`src/rtl/hdr_stats_scheduler_pkg.sv`:
```
// Shared types and constants for the HDR statistics scheduler.
// Used by the scheduler RTL and its bench.
package hdr_stats_pkg;

  localparam int STAT_W = 8;
  localparam int DEF_LPF = 720;

  typedef enum logic [1:0] {
    IDLE    = 2'd0,
    ACTIVE  = 2'd1,
    CAPTURE = 2'd2
  } state_t;

  typedef struct packed {
    logic [STAT_W-1:0] min;
    logic [STAT_W-1:0] max;
    logic [STAT_W-1:0] diff;
  } stat_t;

endpackage

```
`src/rtl/hdr_stats_scheduler_if.sv`:
```
// Publish channel from the scheduler to the
// tone-mapping / exposure-control consumer.
interface hdr_stats_scheduler_if #(
  parameter int W  = 8,
  parameter int EW = 2
);

  logic          valid;
  logic          ready;
  logic [EW-1:0] exp;
  logic [W-1:0]  min;
  logic [W-1:0]  max;
  logic [W-1:0]  diff;

  modport master (
    output valid, exp, min, max, diff,
    input  ready
  );

  modport slave (
    input  valid, exp, min, max, diff,
    output ready
  );

endinterface

```
`src/rtl/hdr_stats_scheduler_bank.sv`:
```
// Per-exposure min/max result bank with a
// registered read port (old data on same-cycle write).
module stats_bank #(
  parameter int W  = 8,
  parameter int EW = 2
) (
  input  logic          clk,
  input  logic          reset_n,
  input  logic          we,
  input  logic [EW-1:0] waddr,
  input  logic [W-1:0]  wmin,
  input  logic [W-1:0]  wmax,
  input  logic [EW-1:0] raddr,
  output logic [W-1:0]  rmin,
  output logic [W-1:0]  rmax
);

  localparam int N = 2 ** EW;

  logic [W-1:0] mem_min [N];
  logic [W-1:0] mem_max [N];

  always_ff @(posedge clk or negedge reset_n) begin
    if (!reset_n) begin
      for (int i = 0; i < N; i++) begin
        mem_min[i] <= '0;
        mem_max[i] <= '0;
      end
      rmin <= '0;
      rmax <= '0;
    end else begin
      if (we) begin
        mem_min[waddr] <= wmin;
        mem_max[waddr] <= wmax;
      end
      rmin <= mem_min[raddr];
      rmax <= mem_max[raddr];
    end
  end

endmodule

```
`src/rtl/hdr_stats_scheduler.sv`:
```
// Frame sequencer for the shared min/max detector across
// interleaved HDR exposures; publishes per-exposure results.
module hdr_stats_scheduler
  import hdr_stats_pkg::*;
#(
  parameter int W   = 8,
  parameter int LW  = 11,
  parameter int EW  = 2,
  parameter int FCW = 16
) (
  input  logic           clk,
  input  logic           reset_n,
  input  logic           enable,
  input  logic [LW-1:0]  lines_per_frame,
  input  logic           sop,
  input  logic           eop,
  input  logic           valid,
  input  logic [EW-1:0]  exp_id,
  output logic           det_frame_start,
  output logic           det_frame_end,
  output logic           det_valid,
  input  logic [W-1:0]   det_min,
  input  logic [W-1:0]   det_max,
  input  logic [W-1:0]   det_diff,
  hdr_stats_scheduler_if.master stat,
  input  logic [EW-1:0]  rd_idx,
  output logic [W-1:0]   rd_min,
  output logic [W-1:0]   rd_max,
  output logic [FCW-1:0] frame_cnt,
  output logic           overrun,
  input  logic           overrun_clr
);

  state_t        state_q, state_d;
  logic [LW-1:0] line_q, line_d;
  logic [LW-1:0] lpf_q, lpf_d;
  logic [EW-1:0] exp_q, exp_d;
  logic [LW-1:0] new_lpf, lpf_eff, line_eff;
  logic          start, counting, last, capture;

  assign det_valid = valid;

  // a zero height would never terminate; run it as one line
  assign new_lpf  = (lines_per_frame == '0) ? LW'(1)
                                            : lines_per_frame;
  assign start    = sop && enable && (state_q != ACTIVE);
  assign counting = start || (state_q == ACTIVE);
  assign lpf_eff  = start ? new_lpf : lpf_q;
  assign line_eff = start ? '0 : line_q;
  assign last     = eop && counting &&
                    (line_eff == lpf_eff - LW'(1));

  always_ff @(posedge clk or negedge reset_n) begin
    if (!reset_n) begin
      state_q <= IDLE;
      line_q  <= '0;
      lpf_q   <= '0;
      exp_q   <= '0;
    end else begin
      state_q <= state_d;
      line_q  <= line_d;
      lpf_q   <= lpf_d;
      exp_q   <= exp_d;
    end
  end

  always_comb begin
    state_d = state_q;
    line_d  = line_q;
    lpf_d   = lpf_q;
    exp_d   = exp_q;
    unique case (state_q)
      IDLE:    ;
      ACTIVE:  ;
      CAPTURE: begin
        state_d = enable ? ACTIVE : IDLE;
        line_d  = '0;
      end
      default: state_d = IDLE;
    endcase
    // sop is resolved before eop so 1-pixel lines work
    if (start) begin
      state_d = ACTIVE;
      line_d  = '0;
      lpf_d   = new_lpf;
      exp_d   = exp_id;
    end
    if (eop && counting) begin
      if (last) begin
        state_d = CAPTURE;
        line_d  = '0;
      end else begin
        line_d = line_eff + LW'(1);
      end
    end
  end

  always_comb begin
    det_frame_start = start;
    det_frame_end   = last;
    capture         = (state_q == CAPTURE);
  end

  always_ff @(posedge clk or negedge reset_n) begin
    if (!reset_n) begin
      stat.valid <= 1'b0;
      stat.exp   <= '0;
      stat.min   <= '0;
      stat.max   <= '0;
      stat.diff  <= '0;
      frame_cnt  <= '0;
      overrun    <= 1'b0;
    end else begin
      if (capture) begin
        stat.valid <= 1'b1;
        stat.exp   <= exp_q;
        stat.min   <= det_min;
        stat.max   <= det_max;
        stat.diff  <= det_diff;
        frame_cnt  <= frame_cnt + FCW'(1);
      end else if (stat.valid && stat.ready) begin
        stat.valid <= 1'b0;
      end
      if (capture && stat.valid && !stat.ready)
        overrun <= 1'b1;
      else if (overrun_clr)
        overrun <= 1'b0;
    end
  end

  stats_bank #(
    .W  (W),
    .EW (EW)
  ) u_bank (
    .clk     (clk),
    .reset_n (reset_n),
    .we      (capture),
    .waddr   (exp_q),
    .wmin    (det_min),
    .wmax    (det_max),
    .raddr   (rd_idx),
    .rmin    (rd_min),
    .rmax    (rd_max)
  );

endmodule

```
`src/flat_wrapper.sv`:
```
// flat-port wrapper written by rule: the top's interface ports become plain ports
module hdr_stats_scheduler_flat import hdr_stats_pkg::*;
#(
  parameter int W   = 8,
  parameter int LW  = 11,
  parameter int EW  = 2,
  parameter int FCW = 16
)
  (clk, reset_n, enable, lines_per_frame, sop, eop, valid, exp_id, det_frame_start, det_frame_end, det_valid, det_min, det_max, det_diff, rd_idx, rd_min, rd_max, frame_cnt, overrun, overrun_clr, stat_valid, stat_exp, stat_min, stat_max, stat_diff, stat_ready);
  hdr_stats_scheduler_if #(.W(W), .EW(EW)) stat_i ();
  input  logic clk;
  input  logic reset_n;
  input  logic enable;
  input  logic [LW-1:0] lines_per_frame;
  input  logic sop;
  input  logic eop;
  input  logic valid;
  input  logic [EW-1:0] exp_id;
  output logic det_frame_start;
  output logic det_frame_end;
  output logic det_valid;
  input  logic [W-1:0] det_min;
  input  logic [W-1:0] det_max;
  input  logic [W-1:0] det_diff;
  input  logic [EW-1:0] rd_idx;
  output logic [W-1:0] rd_min;
  output logic [W-1:0] rd_max;
  output logic [FCW-1:0] frame_cnt;
  output logic overrun;
  input  logic overrun_clr;
  output wire logic [$bits(stat_i.valid)-1:0] stat_valid;
  output wire logic [$bits(stat_i.exp)-1:0] stat_exp;
  output wire logic [$bits(stat_i.min)-1:0] stat_min;
  output wire logic [$bits(stat_i.max)-1:0] stat_max;
  output wire logic [$bits(stat_i.diff)-1:0] stat_diff;
  input wire logic [$bits(stat_i.ready)-1:0] stat_ready;
  assign stat_valid = stat_i.valid;
  assign stat_exp = stat_i.exp;
  assign stat_min = stat_i.min;
  assign stat_max = stat_i.max;
  assign stat_diff = stat_i.diff;
  assign stat_i.ready = stat_ready;
  hdr_stats_scheduler #(.W(W), .LW(LW), .EW(EW), .FCW(FCW)) u_core (.clk(clk), .reset_n(reset_n), .enable(enable), .lines_per_frame(lines_per_frame), .sop(sop), .eop(eop), .valid(valid), .exp_id(exp_id), .det_frame_start(det_frame_start), .det_frame_end(det_frame_end), .det_valid(det_valid), .det_min(det_min), .det_max(det_max), .det_diff(det_diff), .stat(stat_i), .rd_idx(rd_idx), .rd_min(rd_min), .rd_max(rd_max), .frame_cnt(frame_cnt), .overrun(overrun), .overrun_clr(overrun_clr));
endmodule
```
`config.mk`:
```
export PLATFORM = sky130hd
export DESIGN_NAME = hdr_stats_scheduler_flat
export DESIGN_NICKNAME = d
export VERILOG_FILES = /design/src/rtl/hdr_stats_scheduler_pkg.sv /design/src/rtl/hdr_stats_scheduler_if.sv /design/src/rtl/hdr_stats_scheduler_bank.sv /design/src/rtl/hdr_stats_scheduler.sv /design/src/flat_wrapper.sv
export SDC_FILE = /design/constraint.sdc
export NUM_CORES = 1
export LEC_CHECK = 0
export ABC_AREA = 1
export ABC_CLOCK_PERIOD_IN_PS = 3390
export BUFFER_PORTS_ARGS = -buffer_cell sky130_fd_sc_hd__buf_2
export CORE_ASPECT_RATIO = 2
export CORE_MARGIN = 2
export CORE_UTILIZATION = 40
export CTS_CLUSTER_SIZE = 28
export DETAILED_ROUTE_END_ITERATION = 10
export GPL_ROUTABILITY_DRIVEN = 0
export PLACE_DENSITY = 0.69
export REMOVE_ABC_BUFFERS = 1
export SLEW_MARGIN = 20
export SYNTH_ARGS = -nofsm -noshare
export SYNTH_HDL_FRONTEND = slang
export SYNTH_SLANG_ARGS = --single-unit
```
`constraint.sdc`:
```
create_clock -name clk -period 3.39 [get_ports clk]
set_clock_uncertainty 0.1 [all_clocks]
set_input_delay 0.339 -clock clk [delete_from_list [all_inputs] [get_ports clk]]
set_output_delay 0.339 -clock clk [all_outputs]
set_load 0.05 [all_outputs]
```
==> flow_summary.yaml, run 1 <==
global_route:
  met3_usage_pct: 3.97
  grt_pass1_vias: 5300
  grt_start_max_net_pins: 109
  grt_util_all_layers_pct: 19.1
  global_route.overflow_total: 0
  grt_use_met1_pct: 20.7
  met2_usage_pct: 34.2
  antenna_found_initial: 0
  grt_first_pass_wirelength_mm: 26.0
  top_usage_layer: "met2"
worst_setup_path:
  launching_element_of_the_worst_setup_path: "u_core.state_q[0]"
  rr_worst_depth: 14
  worstPathRequired_ps: 2950
  worst_ep_arrival_time_ps: 2700
  critPathTopFamily: "simple AND/OR/NAND/NOR gates"
  worst-path-buf-inv: 2
  biggest_cell_delay_along_the_critical_path_ps: 450
  critical-path-slowest-cell: "sky130_fd_sc_hd__dfrtp_2"
  crit_type: "register to primary output"
  crit_path_frequent_cell: "sky130_fd_sc_hd__nor2_1"
  cp-start-kind: "register"
  reg2reg_from: "u_core.state_q[1]"
  worst_reg2reg_path_endpoint: "u_core.line_q[10]"
  ff2ff_setup_slack_ps: 780
  critPathMaxFanout: 20
  crit_chain: "nand2_4 > nand2_8 > nor2_1 > nand2_1 > nand2_2 > ha_2 > nand3_2 > nor2_4 > nand2_2 > nor2_1 > xor2_1 > nor2_1 > nand3_2 > inv_1 > buf_6"
  worst_setup_path_end_kind: "primary output"
yosys:
  avg_synthesized_cell_area_sq_um: 8.61
  yosysWarnings: 0
  mappedNetlistArea_sq_um: 6610
  yosysUniqueCellTypes: 33
  post_synth_inst_count: 768
  ys_seq_area_share_pct: 56.8
  number_of_register_bits_inferred_by_synthesis: 150
sta:
  post-route-period-util_pct: 92.5
  timing.final.setup_violations: 0
  final-hold-violation-count: 0
  timing.fmax_mhz: 319
  pin_slew_with_the_least_headroom_to_its_limit_ps: 1020
  postLayoutSetupSlackWorst_ps: 256
  rsz0062_at_grt: "no"
  timing_max_transition_violations_final: 0
  slew-limit-headroom_pct: 32.0
  layout_min_cycle_time_ps: 3130
die:
  start_util_pct: 40.7
  fp.dieW_um: 94.9
  core_sq_um: 16300
  die-area_sq_um: 17600
  io-pin-count: 110
  die_h_um: 186
  placement_rows: 66
drt:
  post_drt_wl_per_cell_um: 14.5
  antenna_violating_nets_post_route: 0
  detailroute.via_count: 5407
  drt-pass1-iter-count: 4
  drt_iter0_markers: 223
  detail_route.vias_per_cell: 4.93
  sum_of_routed_wire_length_over_all_layers_mm: 15.9
  route.detailed.drc: 0
pwr:
  combinationalPowerShare_pct: 9.0
  switching_share_pct: 24.2
  internal_power_uw: 3220
  clkPwrFrac_pct: 47.1
  power_uw: 4250
  cellPowerDensity_nw_per_um2: 527
  vdd_ir_drop_max_uv: 369
  power.static_leakage_uw: 0.00413
  power.share.sequential_pct: 43.9
  total_switching_power_uw: 1030
clock_network:
  cts-htree-levels: 4
  clock_insertion_delay_worst_skew_ps: 420
  cts_tree: "yes"
  cts_sinks: 150
  tritoncts.num_buffers: 17
  clk_path_buf_depth: 2
  path_clk_slew_ps: 60
  clock_tree.root_cell: "sky130_fd_sc_hd__clkbuf_16"
final_layout:
  area.growth.synth_to_final_pct: 21.9
  post_route_design_area_sq_um: 8060
  layout.nets: 929
  post-route-util_pct: 49.6
  layout.filler_cells: 1587
  most_common_cell_after_layout_fill_and_taps_aside: "sky130_fd_sc_hd__nand2_1"
  final-instance-count-excl-fill: 1096
  mostFrequentLayoutCells: "sky130_fd_sc_hd__nand2_1 (214), sky130_fd_sc_hd__dfrtp_1 (149), sky130_fd_sc_hd__o21ai_0 (122), sky130_fd_sc_hd__buf_2 (105), sky130_fd_sc_hd__nor2_1 (69)"
  diodes: 0
  post_route_cells_drive_above_1_share_pct: 20.5
min_path:
  min_to: "u_core.stat.diff[4]"
  hold_path.startpoint: "det_diff[4]"
  hold_path_class: "primary input to register"
  worst_hold_path.num_cells: 3
run:
  drv.max_cap_violation_count: 0
place:
  post_dp_cell_area_sq_um: 7350
  io_buf_count: 107
  number_of_placed_instances_taps_included: 1057
  dpl.hpwl_mm: 10.8
  place_ws_ps: 401
outcome:
  outcome: "completed"
cell type report:
cell class / count / area, sq um / share of cell area [%]
clock inverters: 12 / 175 / 2.17
repair buffers: 124 / 696 / 8.63
multi-input cells: 526 / 2500 / 31.0
flip-flops and latches: 150 / 3750 / 46.6
inverters: 60 / 226 / 2.81
well taps: 204 / 255 / 3.17
clock buffers: 20 / 457 / 5.66
synthesized netlist by cell type:
cell type	count	area, sq um
sky130_fd_sc_hd__a21oi_1	9	45.0
sky130_fd_sc_hd__a311oi_1	1	8.76
sky130_fd_sc_hd__and2_0	1	6.26
sky130_fd_sc_hd__and3_1	2	12.5
sky130_fd_sc_hd__buf_2	1	5.00
sky130_fd_sc_hd__buf_4	1	7.51
sky130_fd_sc_hd__buf_6	3	33.8
sky130_fd_sc_hd__clkbuf_1	27	101
sky130_fd_sc_hd__clkinv_1	2	7.51
sky130_fd_sc_hd__clkinv_2	1	5.00
sky130_fd_sc_hd__dfrtp_1	150	3750
sky130_fd_sc_hd__ha_1	3	37.5
sky130_fd_sc_hd__inv_1	54	203
sky130_fd_sc_hd__inv_2	3	11.3
sky130_fd_sc_hd__nand2_1	215	807
sky130_fd_sc_hd__nand2_2	11	68.8
sky130_fd_sc_hd__nand2_4	3	33.8
sky130_fd_sc_hd__nand3_1	31	155
sky130_fd_sc_hd__nand3_2	2	20.0
sky130_fd_sc_hd__nand3b_1	1	7.51
sky130_fd_sc_hd__nand4_1	2	12.5
sky130_fd_sc_hd__nor2_1	69	259
sky130_fd_sc_hd__nor2_2	3	18.8
sky130_fd_sc_hd__nor2_4	2	22.5
sky130_fd_sc_hd__nor3_1	6	30.0
sky130_fd_sc_hd__nor3_2	1	10.0
sky130_fd_sc_hd__nor3b_1	1	7.51
sky130_fd_sc_hd__o21ai_0	122	611
sky130_fd_sc_hd__o21bai_1	1	7.51
sky130_fd_sc_hd__o22ai_1	17	106
sky130_fd_sc_hd__or2_2	1	6.26
sky130_fd_sc_hd__xnor2_1	6	52.6
sky130_fd_sc_hd__xor2_1	16	140
per-stage QoR:
stage	setup TNS [ps]	hold slack [ps]
after floorplan	-685	-56.6
after global placement	0	186
after detailed placement	0	185
after CTS	0	3.31
after global routing	0	15.3
final	0	25.5
registers in the layout, summed over array words and instances (netlist names):
register and count:
u_core.u_bank.mem_max 32, u_core.u_bank.mem_min 32, u_core.frame_cnt 16, u_core.line_q 11, u_core.lpf_q 11, u_core.stat.diff 8
u_core.stat.max 8, u_core.stat.min 8, u_core.u_bank.rmax 8, u_core.u_bank.rmin 8, u_core.exp_q 2, u_core.stat.exp 2
u_core.state_q 2, u_core.overrun 1, u_core.stat.valid 1
worst min-delay path: cells and delay by family:
family	cells	cell delay, ps
AND/OR/NAND/NOR	2	90
buffers and inverters	1	70
logic make-up after synthesis:
group	Yosys count	synth area share [%]
flops	150	56.8
xor+xnor	22	2.91
buf+inv	92	5.66
fa+ha+maj	3	0.568
compound gates	150	11.8
simple gates	351	22.3
power groups by stage:
stage	Clock (uW)	Sequential, uW	Combinational [uW]
floorplan	0	1920	203
global placement	0	1900	376
detailed placement	0	1890	384
CTS	2040	1860	386
global route	2120	1870	440
finish	2000	1870	382
what timing repair did:
| item | in CTS | in global routing |
|---|---|---|
| resized for setup | 0 | 8 |
| setup endpoints to repair | 0 | 1 |
| hold endpoints to repair | 44 | 0 |
| hold buffers | 3 | 0 |
| buffers inserted | 0 | 4 |
routing by layer:
layer / wire length [um] / vias up
met5: 0 / -
met4: 592 / 0
met3: 523 / 28
met2: 8900 / 108
met1: 5890 / 2580
li1: - / 2691
worst max path at each step:
stage / cells past startpoint / slack, ps / to
final: 15 / 260 / det_frame_end
after global routing: 15 / 8 / det_frame_end
after CTS: 15 / 4 / det_frame_end
after detailed placement: 17 / 400 / det_frame_end
after global placement: 17 / 440 / det_frame_end
after floorplan: 12 / -410 / det_frame_end
No activity file was read; power rests on OpenSTA's default activity.
==> inputs of run 2 (changes only) <==
--- a/config.mk
+++ b/config.mk
@@ -14,6 +14,7 @@
 export CTS_CLUSTER_SIZE = 28
 export DETAILED_ROUTE_END_ITERATION = 10
 export GPL_ROUTABILITY_DRIVEN = 0
+export GPL_TIMING_DRIVEN = 0
 export PLACE_DENSITY = 0.69
 export REMOVE_ABC_BUFFERS = 1
 export SLEW_MARGIN = 20
==> run 2 against run 1 <==
Against the previous run: clock power fell by 11%; sequential power barely moved; first-iteration DRC count rose by 34%; global-route usage barely moved; die area did not move; setup slack got worse by 63 ps; fmax fell by 2.0%; non-clock buffer count fell by 7; sequential share of layout area rose by 0.23 points; count of clock-buffer cells in the layout fell by 2; routed wire length fell by 1.3%; critical path type unchanged; largest cell class unchanged.
==> flow_summary.yaml, run 2 (synthesis results as in run 1) <==
pwr:
  power.static_leakage_uw: 0.00409
  vdd_ir_drop_max_uv: 356
  cellPowerDensity_nw_per_um2: 500
die:
  fp.dieW_um: 94.9
  io-pin-count: 110
  placement_rows: 66
  die-area_sq_um: 17600
  start_util_pct: 40.7
  die_h_um: 186
  core_sq_um: 16300
drt:
  detail_route.vias_per_cell: 4.95
  route.detailed.drc: 0
  post_drt_wl_per_cell_um: 14.4
  sum_of_routed_wire_length_over_all_layers_mm: 15.7
  antenna_violating_nets_post_route: 0
  detailroute.via_count: 5392
  drt_iter0_markers: 298
  drt-pass1-iter-count: 4
clock_network:
  clk_path_buf_depth: 2
  tritoncts.num_buffers: 17
  path_clk_slew_ps: 70
  clock_insertion_delay_worst_skew_ps: 410
  cts_sinks: 150
  cts_tree: "yes"
  clock_tree.root_cell: "sky130_fd_sc_hd__clkbuf_16"
  cts-htree-levels: 4
global_route:
  grt_first_pass_wirelength_mm: 25.8
  grt_pass1_vias: 5401
  grt_util_all_layers_pct: 19.1
  grt_start_max_net_pins: 95
  global_route.overflow_total: 0
  antenna_found_initial: 0
worst_setup_path:
  critPathMaxFanout: 10
  worst_ep_arrival_time_ps: 2760
  crit_type: "register to primary output"
  cp-start-kind: "register"
  worst_setup_path_end_kind: "primary output"
  worstPathRequired_ps: 2950
final_layout:
  layout.nets: 923
  post_route_cells_drive_above_1_share_pct: 21.6
  register_area_sq_um: 3750
  area.growth.synth_to_final_pct: 21.3
  final-instance-count-excl-fill: 1090
  mostFrequentLayoutCells: "sky130_fd_sc_hd__nand2_1 (214), sky130_fd_sc_hd__dfrtp_1 (149), sky130_fd_sc_hd__o21ai_0 (122), sky130_fd_sc_hd__buf_2 (105), sky130_fd_sc_hd__nor2_1 (68)"
  layout.filler_cells: 1607
  largest_registers: "u_core.u_bank.mem_max (32), u_core.u_bank.mem_min (32), u_core.frame_cnt (16)"
  most_common_cell_after_layout_fill_and_taps_aside: "sky130_fd_sc_hd__nand2_1"
  diodes: 0
  post_route_design_area_sq_um: 8030
  multi_input_gate_area_in_the_final_layout_sq_um: 2570
run:
  drv.max_cap_violation_count: 0
sta:
  slew-limit-headroom_pct: 34.4
  timing.fmax_mhz: 313
  post-route-period-util_pct: 94.3
  pin_slew_with_the_least_headroom_to_its_limit_ps: 983
  timing_max_transition_violations_final: 0
  layout_min_cycle_time_ps: 3200
  timing.hold.ws_ps: 22.7
  timing.final.setup_violations: 0
  fin_tns_setup_ps: 0
  rsz0062_at_grt: "no"
  final-hold-violation-count: 0
  postLayoutSetupSlackWorst_ps: 193
place:
  place_ws_ps: -510
  dpl.hpwl_mm: 10.5
  post_dp_cell_area_sq_um: 7330
  io_buf_count: 107
  number_of_placed_instances_taps_included: 1049
min_path:
  hold_path_class: "primary input to register"
outcome:
  outcome: "completed"
-- run 2: cell count changes in the layout (fill, tap and decap cells not counted), moves of 2 or more --
| cell | change |
|---|---|
| sky130_fd_sc_hd__a21oi_1 | -2 |
| sky130_fd_sc_hd__buf_4 | -6 |
| sky130_fd_sc_hd__bufinv_16 | -4 |
| sky130_fd_sc_hd__clkinv_2 | -2 |
| sky130_fd_sc_hd__clkinv_4 | +2 |
| sky130_fd_sc_hd__dlygate4sd3_1 | -2 |
| sky130_fd_sc_hd__inv_1 | -2 |
| sky130_fd_sc_hd__inv_2 | +2 |
| sky130_fd_sc_hd__inv_6 | +4 |
| sky130_fd_sc_hd__nand2_4 | +2 |
| sky130_fd_sc_hd__nand3_1 | -5 |
| sky130_fd_sc_hd__nand3_2 | +4 |
-- run 2: final timing paths --
check,start,endpoint,slack [ps],depth (start not counted)
setup reg to reg,u_core.state_q[0],u_core.frame_cnt[14],710,10
hold reg to reg,u_core.stat.diff[6],u_core.stat.diff[6],370,2
hold / removal,det_diff[6],u_core.stat.diff[6],20,3
min in group asynchronous,reset_n,u_core.line_q[9],340,2
setup / recovery,u_core.state_q[0],det_frame_end,190,15
max in group asynchronous,reset_n,u_core.u_bank.mem_max[19],2040,3
-- run 2: area by class of cell --
class / instances / share of cell area (%)
Clock buffer: 18 / 5.47
Inverter: 60 / 2.82
Sequential cell: 150 / 46.8
Timing Repair Buffer: 117 / 8.25
Multi-Input combinational cell: 527 / 32.0
Tap cell: 204 / 3.18
Clock inverter: 14 / 1.45
-- run 2: per-layer routing --
metal	wire length [um]	global-route usage (%)	up-vias	part of all wire (%)
li1	-	-	2677	-
met1	5990	20.3	2577	38
met2	8760	35.4	106	56
met3	402	3.28	32	2.6
met4	550	9.39	0	3.5
met5	0	0	-	0
-- run 2: power by group --
group | total, uW | internal, uW | switching [uW] | leakage, uW
registers | 1860 | 1830 | 30.3 | 0.00155
clock network | 1770 | 974 | 798 | 0.000262
logic | 382 | 117 | 265 | 0.00228
-- run 2: stage by stage --
| stage | utilization (%) | total power [uW] |
|---|---|---|
| floorplan | - | 2130 |
| finish | 49.3 | 4020 |
| global route | 49.3 | 4190 |
| CTS | 48.9 | 4060 |
| global placement | 44.6 | 2260 |
| detailed placement | 45.1 | 2270 |
-- run 2: repair_timing --
| action | CTS | global route |
|---|---|---|
| hold buffers | 1 | 0 |
| gates cloned | 0 | 1 |
| setup endpoints to repair | 13 | 1 |
| setup buffers | 3 | 4 |
| gates resized for setup | 8 | 7 |
| hold endpoints to repair | 56 | 0 |
| pin swaps | 2 | 6 |
-- run 2: worst max-delay path, cell delays in order, from the launching register on --
cell and delay (ps):
sky130_fd_sc_hd__dfrtp_2 460, sky130_fd_sc_hd__nand2_4 140, sky130_fd_sc_hd__nand2_8 100, sky130_fd_sc_hd__nor2_1 100, sky130_fd_sc_hd__nand2_1 120, sky130_fd_sc_hd__nand2_4 110
sky130_fd_sc_hd__ha_2 190, sky130_fd_sc_hd__nand3_2 110, sky130_fd_sc_hd__nor2_4 220, sky130_fd_sc_hd__nand2_2 90, sky130_fd_sc_hd__nor2_1 130, sky130_fd_sc_hd__xor2_1 220
sky130_fd_sc_hd__nor2_2 70, sky130_fd_sc_hd__nand3_4 90, sky130_fd_sc_hd__inv_2 50, sky130_fd_sc_hd__buf_6 140
